## src/rtl/cordic_arbiter.sv

```systemverilog
// cordic_arbiter: credit-gated round-robin sharing of one never-stalling cordic core by two requesters
// (CORDIC_ARB_PRIORITY_EN selects fixed rq0 priority). Response after CORE_LATENCY+1 cycles; stalled rsN blocks only rqN.

module cordic_arb_fifo #(
    parameter int W     = 33,
    parameter int DEPTH = 4
) (
    input  logic         i_clk,
    input  logic         i_rst_n,
    input  logic         i_push,
    input  logic [W-1:0] i_din,
    input  logic         i_pop,
    output logic [W-1:0] o_dout,
    output logic         o_empty
);
    localparam int AW = $clog2(DEPTH);
    localparam int CW = AW + 1;

    logic [W-1:0]  r_mem [DEPTH];
    logic [AW-1:0] r_wr;
    logic [AW-1:0] r_rd;
    logic [CW-1:0] r_cnt;

    always_ff @(posedge i_clk) begin
        if (i_push) r_mem[r_wr] <= i_din;
    end

    always_ff @(posedge i_clk or negedge i_rst_n) begin
        if (!i_rst_n) begin
            r_wr  <= '0;
            r_rd  <= '0;
            r_cnt <= '0;
        end else begin
            if (i_push) r_wr <= r_wr + 1'b1;
            if (i_pop)  r_rd <= r_rd + 1'b1;
            r_cnt <= r_cnt + CW'(i_push) - CW'(i_pop);
        end
    end

    // Show-ahead: the head is visible without a pop.
    assign o_dout  = r_mem[r_rd];
    assign o_empty = (r_cnt == '0);
endmodule

module cordic_arbiter #(
    parameter int CORE_LATENCY = 10,
    parameter int FIFO_DEPTH   = 4,
    parameter int DATA_W       = 16
) (
    input  logic              i_clk,
    input  logic              i_rst_n,
    input  logic              i_rq0_valid,
    output logic              o_rq0_ready,
    input  logic              i_rq0_op_mode,
    input  logic [DATA_W-1:0] i_rq0_x,
    input  logic [DATA_W-1:0] i_rq0_y,
    input  logic [DATA_W-1:0] i_rq0_angle,
    input  logic              i_rq1_valid,
    output logic              o_rq1_ready,
    input  logic              i_rq1_op_mode,
    input  logic [DATA_W-1:0] i_rq1_x,
    input  logic [DATA_W-1:0] i_rq1_y,
    input  logic [DATA_W-1:0] i_rq1_angle,
    output logic              o_rs0_valid,
    input  logic              i_rs0_ready,
    output logic              o_rs0_op_mode,
    output logic [DATA_W-1:0] o_rs0_a,
    output logic [DATA_W-1:0] o_rs0_b,
    output logic              o_rs1_valid,
    input  logic              i_rs1_ready,
    output logic              o_rs1_op_mode,
    output logic [DATA_W-1:0] o_rs1_a,
    output logic [DATA_W-1:0] o_rs1_b,
    output logic              o_core_op_mode,
    output logic [DATA_W-1:0] o_core_x,
    output logic [DATA_W-1:0] o_core_y,
    output logic [DATA_W-1:0] o_core_angle,
    input  logic [DATA_W-1:0] i_core_a,
    input  logic [DATA_W-1:0] i_core_b,
    output logic              o_busy
);
    localparam int CW = $clog2(FIFO_DEPTH) + 1;
    localparam int RW = 1 + 2 * DATA_W;

    logic [CW-1:0]           r_credit0, r_credit1;
    logic [CORE_LATENCY-1:0] r_tag_vld, r_tag_id, r_tag_op;
    logic                    w_elig0, w_elig1, w_gnt0, w_gnt1, w_issue;
    logic                    w_push0, w_push1, w_pop0, w_pop1;
    logic                    w_empty0, w_empty1;
    logic [RW-1:0]           w_push_dat, w_head0, w_head1;

    assign w_elig0 = i_rq0_valid & (r_credit0 != '0);
    assign w_elig1 = i_rq1_valid & (r_credit1 != '0);

`ifdef CORDIC_ARB_PRIORITY_EN
    assign w_gnt0 = w_elig0;
    assign w_gnt1 = w_elig1 & ~w_elig0;
`else
    logic r_last_grant;

    // On contention the requester not served last time wins.
    assign w_gnt0 = w_elig0 & (~w_elig1 | r_last_grant);
    assign w_gnt1 = w_elig1 & (~w_elig0 | ~r_last_grant);

    always_ff @(posedge i_clk or negedge i_rst_n) begin
        if (!i_rst_n)     r_last_grant <= 1'b1;
        else if (w_issue) r_last_grant <= w_gnt1;
    end
`endif

    assign w_issue     = w_gnt0 | w_gnt1;
    assign o_rq0_ready = w_gnt0;
    assign o_rq1_ready = w_gnt1;

    always_comb begin
        o_core_op_mode = 1'b0;
        o_core_x       = '0;
        o_core_y       = '0;
        o_core_angle   = '0;
        if (w_gnt0) begin
            o_core_op_mode = i_rq0_op_mode;
            o_core_x       = i_rq0_x;
            o_core_y       = i_rq0_y;
            o_core_angle   = i_rq0_angle;
        end else if (w_gnt1) begin
            o_core_op_mode = i_rq1_op_mode;
            o_core_x       = i_rq1_x;
            o_core_y       = i_rq1_y;
            o_core_angle   = i_rq1_angle;
        end
    end

    // Tag pipeline mirrors the core; its last stage lines up with the core output register.
    always_ff @(posedge i_clk or negedge i_rst_n) begin
        if (!i_rst_n) begin
            r_tag_vld <= '0;
            r_tag_id  <= '0;
            r_tag_op  <= '0;
        end else begin
            r_tag_vld <= {r_tag_vld[CORE_LATENCY-2:0], w_issue};
            r_tag_id  <= {r_tag_id[CORE_LATENCY-2:0], w_gnt1};
            r_tag_op  <= {r_tag_op[CORE_LATENCY-2:0], o_core_op_mode};
        end
    end

    assign w_push0    = r_tag_vld[CORE_LATENCY-1] & ~r_tag_id[CORE_LATENCY-1];
    assign w_push1    = r_tag_vld[CORE_LATENCY-1] &  r_tag_id[CORE_LATENCY-1];
    assign w_push_dat = {r_tag_op[CORE_LATENCY-1], i_core_a, i_core_b};
    assign w_pop0     = i_rs0_ready & ~w_empty0;
    assign w_pop1     = i_rs1_ready & ~w_empty1;

    cordic_arb_fifo #(.W(RW), .DEPTH(FIFO_DEPTH)) u_fifo0 (
        .i_clk   (i_clk),
        .i_rst_n (i_rst_n),
        .i_push  (w_push0),
        .i_din   (w_push_dat),
        .i_pop   (w_pop0),
        .o_dout  (w_head0),
        .o_empty (w_empty0)
    );

    cordic_arb_fifo #(.W(RW), .DEPTH(FIFO_DEPTH)) u_fifo1 (
        .i_clk   (i_clk),
        .i_rst_n (i_rst_n),
        .i_push  (w_push1),
        .i_din   (w_push_dat),
        .i_pop   (w_pop1),
        .o_dout  (w_head1),
        .o_empty (w_empty1)
    );

    // A credit covers a result from issue until it is popped from its FIFO.
    always_ff @(posedge i_clk or negedge i_rst_n) begin
        if (!i_rst_n) begin
            r_credit0 <= CW'(FIFO_DEPTH);
            r_credit1 <= CW'(FIFO_DEPTH);
        end else begin
            r_credit0 <= r_credit0 + CW'(w_pop0) - CW'(w_gnt0);
            r_credit1 <= r_credit1 + CW'(w_pop1) - CW'(w_gnt1);
        end
    end

    assign o_rs0_valid = ~w_empty0;
    assign o_rs1_valid = ~w_empty1;
    assign {o_rs0_op_mode, o_rs0_a, o_rs0_b} = w_head0;
    assign {o_rs1_op_mode, o_rs1_a, o_rs1_b} = w_head1;
    assign o_busy = (|r_tag_vld) | ~w_empty0 | ~w_empty1;
endmodule
```

## config.mk

```make
export PLATFORM = sky130hd
export DESIGN_NAME = cordic_arbiter
export DESIGN_NICKNAME = d
export VERILOG_FILES = /design/src/rtl/cordic_arbiter.sv
export SDC_FILE = /design/constraint.sdc
export NUM_CORES = 1
export LEC_CHECK = 0
export CAP_MARGIN = 20
export CORE_MARGIN = 2
export CORE_UTILIZATION = 25
export CTS_CLUSTER_DIAMETER = 200
export DETAILED_ROUTE_END_ITERATION = 7
export PLACE_DENSITY = 0.53
export SLEW_MARGIN = 20
export SYNTH_ARGS = -nofsm -noshare
export SYNTH_HDL_FRONTEND = slang
export SYNTH_SLANG_ARGS = --single-unit
```

## constraint.sdc

```tcl
create_clock -name i_clk -period 3 [get_ports i_clk]
set_clock_uncertainty 0.1 [all_clocks]
set_input_delay 0.9 -clock i_clk [delete_from_list [all_inputs] [get_ports i_clk]]
set_output_delay 0.9 -clock i_clk [all_outputs]
set_load 0.02 [all_outputs]
```

==> flow_summary_export.csv <==
group,metric,value,unit
routing,wl_met2,16340,um
hold_path,hp-start,"r_tag_op[5]",
final_layout,syn_to_final_growth,43.93,%
yosys,syn_avg_cell_area,22.18,um^2
worst_setup_path,critPathRequiredTime,2.00,ns
clock_tree,clkSinkCount,315,
worst_setup_path,crit_chain,"clkdlybuf4s15_2, o31a_1, buf_4, o21a_4, buf_12, clkbuf_16, a22o_1, buf_6",
routing,wl_per_cell,21.18,um
die,dieHeight,223.5,um
routing,postRouteAntennaNets,0,
placed_design,dp.final_hpwl,20050,um
routing,route.detailed.drc,0,
run_status,outcome,"complete, but fails checks",
yosys,yosysUniqueCellTypes,33,
timing,setup_viol,68,
clock_tree,path_clk_slew,0.06,ns
timing,layout_min_cycle_time,3.159,ns
routing,topRoutingLayerUsed,"met5",
yosys,ys_ff_latch,315,
die,start_util,25.28,%
routing,drt_iter0_drc,284,
final_layout,drive_above_1_share,36.80,%
die,ios,256,
yosys,ys_warn_count,0,
power_and_ir_drop,total_power,17.88,mW
final_layout,fillers,4448,
worst_setup_path,crit_path_top_delay_cell,"clkdlybuf4s15_2",
grt,grt_overflow,0,
yosys,yosysSeqAreaShare,76.44,%
power_and_ir_drop,leakagePower,6.265,nW
timing,setup_ws,-0.1594,ns
final_layout,nets,1039,
die,die_width,223.5,um
clock_tree,ctsLongestPathBuffers,3,
worst_setup_path,r2r_start,"r_credit0[1]",
yosys,synth_nets,698,
power_and_ir_drop,ir_drop,420.1,uV
placed_design,gp_congestion,0.8038,
timing,post-route-period-util,105.3,%
worst_setup_path,cp_max_fo,6,
grt,grt_pass1_vias,7317,
yosys,netlist_area,12050,um^2
clock_tree,cts_root_buf,"clkbuf_16",
worst_setup_path,crit_arrival,2.16,ns
yosys,synthArstFlopShare,16.19,%
worst_setup_path,crit_type,"in -> out",
run_status,violations,"negative setup slack",
power_and_ir_drop,powerDensity,1031,nW/um^2
routing,wl_met3,2528,um
clock_tree,clock_latency,0.54,ns
routing,via_count,6619,
job,cap_violations,0,
routing,wirelength,32220,um
worst_setup_path,start_kind,"primary input",
clock_tree,cts_tree,"done",
yosys,synth_edf_count,264,
die,die-area,49950,um^2
worst_setup_path,cp-startpoint,"i_rq1_valid",
worst_setup_path,critPathMaxStageDelay,0.19,ns
routing,first_pass_iters,4,
worst_setup_path,end_kind,"output port",
clock_tree,cts-htree-levels,2,
routing,viasPerCell,4.352,
timing,fin_tns_setup,-6.261,ns
grt,grt_pass1_wl,46310,um
timing,slew_violations,0,
yosys,synth_cells,543,
grt,grt_usage,12.72,%
grt,grt_max_degree,34,
grt,antenna_found_initial,2,
timing,hold_violations,0,
die,std_cell_rows,80,
clock_tree,ctsHoldBuffers,0,
timing,clock.fmax,0.3165,GHz
timing,hold_slack,0.2306,ns
placed_design,io_buffers,255,
clock_tree,cts_made_buffers,36,
yosys,yosys_most_used_dff,"edfxtp_1",
die,core,47650,um^2
routing,wl_met1,12140,um
timing,maxSlewHeadroom,58.79,%
timing,grt_setup_unrepaired,"true",
timing,tightestPinTransition,0.6181,ns
hold_path,worst_hold_path_type,"reg -> reg",
[synth_stat cells, drive strengths merged (3+ instances only)]
cell / count / area share (%)
dfrtp: 48 / 10
xnor2: 14 / 1.0
buf: 27 / 2.0
edfxtp: 264 / 66
and3: 4 / 0.21
mux4: 66 / 12
fa: 4 / 0.66
nand2: 7 / 0.22
ha: 15 / 1.6
inv: 18 / 0.56
dfstp: 3 / 0.65
and2: 4 / 0.21
a22o: 49 / 3.6
[power by group]
group	leakage, nW	switching (mW)	total [mW]	internal (mW)
combinational	2.70	3.73	7.44	3.72
sequential	3.00	0.333	6.14	5.81
clock	0.559	1.70	4.29	2.59
[logic make-up after synthesis]
group,Yosys count,share of synthesized area (%)
compound gates,56,4.155
mux,67,12.43
simple gates,25,1.091
buf+inv,46,2.566
flops,315,76.44
fa+ha+maj,19,2.223
xor+xnor,15,1.091
[worst paths after layout]
path	to	slack (ns)	depth (start not counted)
setup reg to reg	r_credit0[2]	0.31	12
setup / recovery	o_core_angle[14]	-0.16	8
max in group asynchronous	u_fifo1.r_rd[0]	1.96	2
hold / removal	r_tag_op[6]	0.23	0
hold reg to reg	r_tag_op[6]	0.23	0
min in group asynchronous	r_tag_vld[0]	0.26	1
[cells in the final DEF (no fill, tap or decap), types with 2 or more instances in the layout]
cell	count
dfrtp_2	3
fa_1	4
dfstp_2	3
buf_4	32
clkbuf_16	40
buf_6	94
and2_2	4
dlygate4sd2_1	2
inv_1	18
buf_12	24
mux4_2	66
clkdlybuf4s50_1	132
nand3_1	2
xnor2_1	14
clkbuf_1	5
dfrtp_1	44
nor4_1	2
a22o_1	49
ha_1	15
nor2_1	2
clkinv_2	2
bufinv_16	3
buf_2	32
clkbuf_8	3
o21ai_0	2
buf_8	4
nand2_1	7
and3_2	4
clkinvlp_4	2
clkinv_1	3
edfxtp_1	264
buf_16	5
[metrics by stage]
step | worst slack, ns | cell area, um^2 | std cells | util, %
3_3_place_gp | -0.8264 | 15550 | 1418 | 32.65
5_1_grt | -0.2331 | 17340 | 1521 | 36.39
4_1_cts | -0.1888 | 17050 | 1506 | 35.79
6_report | -0.1594 | 17340 | 1521 | 36.39
2_1_floorplan | 0.2607 | 12050 | 543 | -
3_5_place_dp | -0.8380 | 15550 | 1418 | 32.65
[layout make-up]
class                      count  area, um^2  share of cell area (%)
multi-input combinational    182        2551                   14.72
antenna                        1       2.502                 0.01443
clock buffer                  46       993.5                   5.730
clock inverter                13       160.2                  0.9238
tap                          615       769.5                   4.439
timing repair buffer         331        3577                   20.63
inverter                      18       67.56                  0.3897
sequential                   315        9215                   53.15
[layer usage]
metal	vias up	track usage, %
li1	2908	-
met5	-	0
met4	2	5.333
met3	57	3.938
met1	3365	14.36
met2	287	22.28
[critical path: cells and delay by family]
kind | cells | cell delay, ns
AO/OA/AOI/OAI | 3 | 0.48
buffers and inverters | 5 | 0.76
[what timing repair did]
action                     CTS  global route
gates cloned                 7             3
setup endpoints to repair  120            90
pin swaps                   34            24
setup buffers               23            17
gates resized for setup    602            84
[sequential cells by signal, indices dropped and copies added, names as in the netlist, 3 cells and up]
signal and flops:
r_credit1 3, r_tag_id 10, u_fifo1.r_mem 132, u_fifo0.r_mem 132
r_tag_op 10, u_fifo1.r_cnt 3, r_tag_vld 10, u_fifo0.r_cnt 3
r_credit0 3
Note: power is estimated with default switching activity, not from simulation.
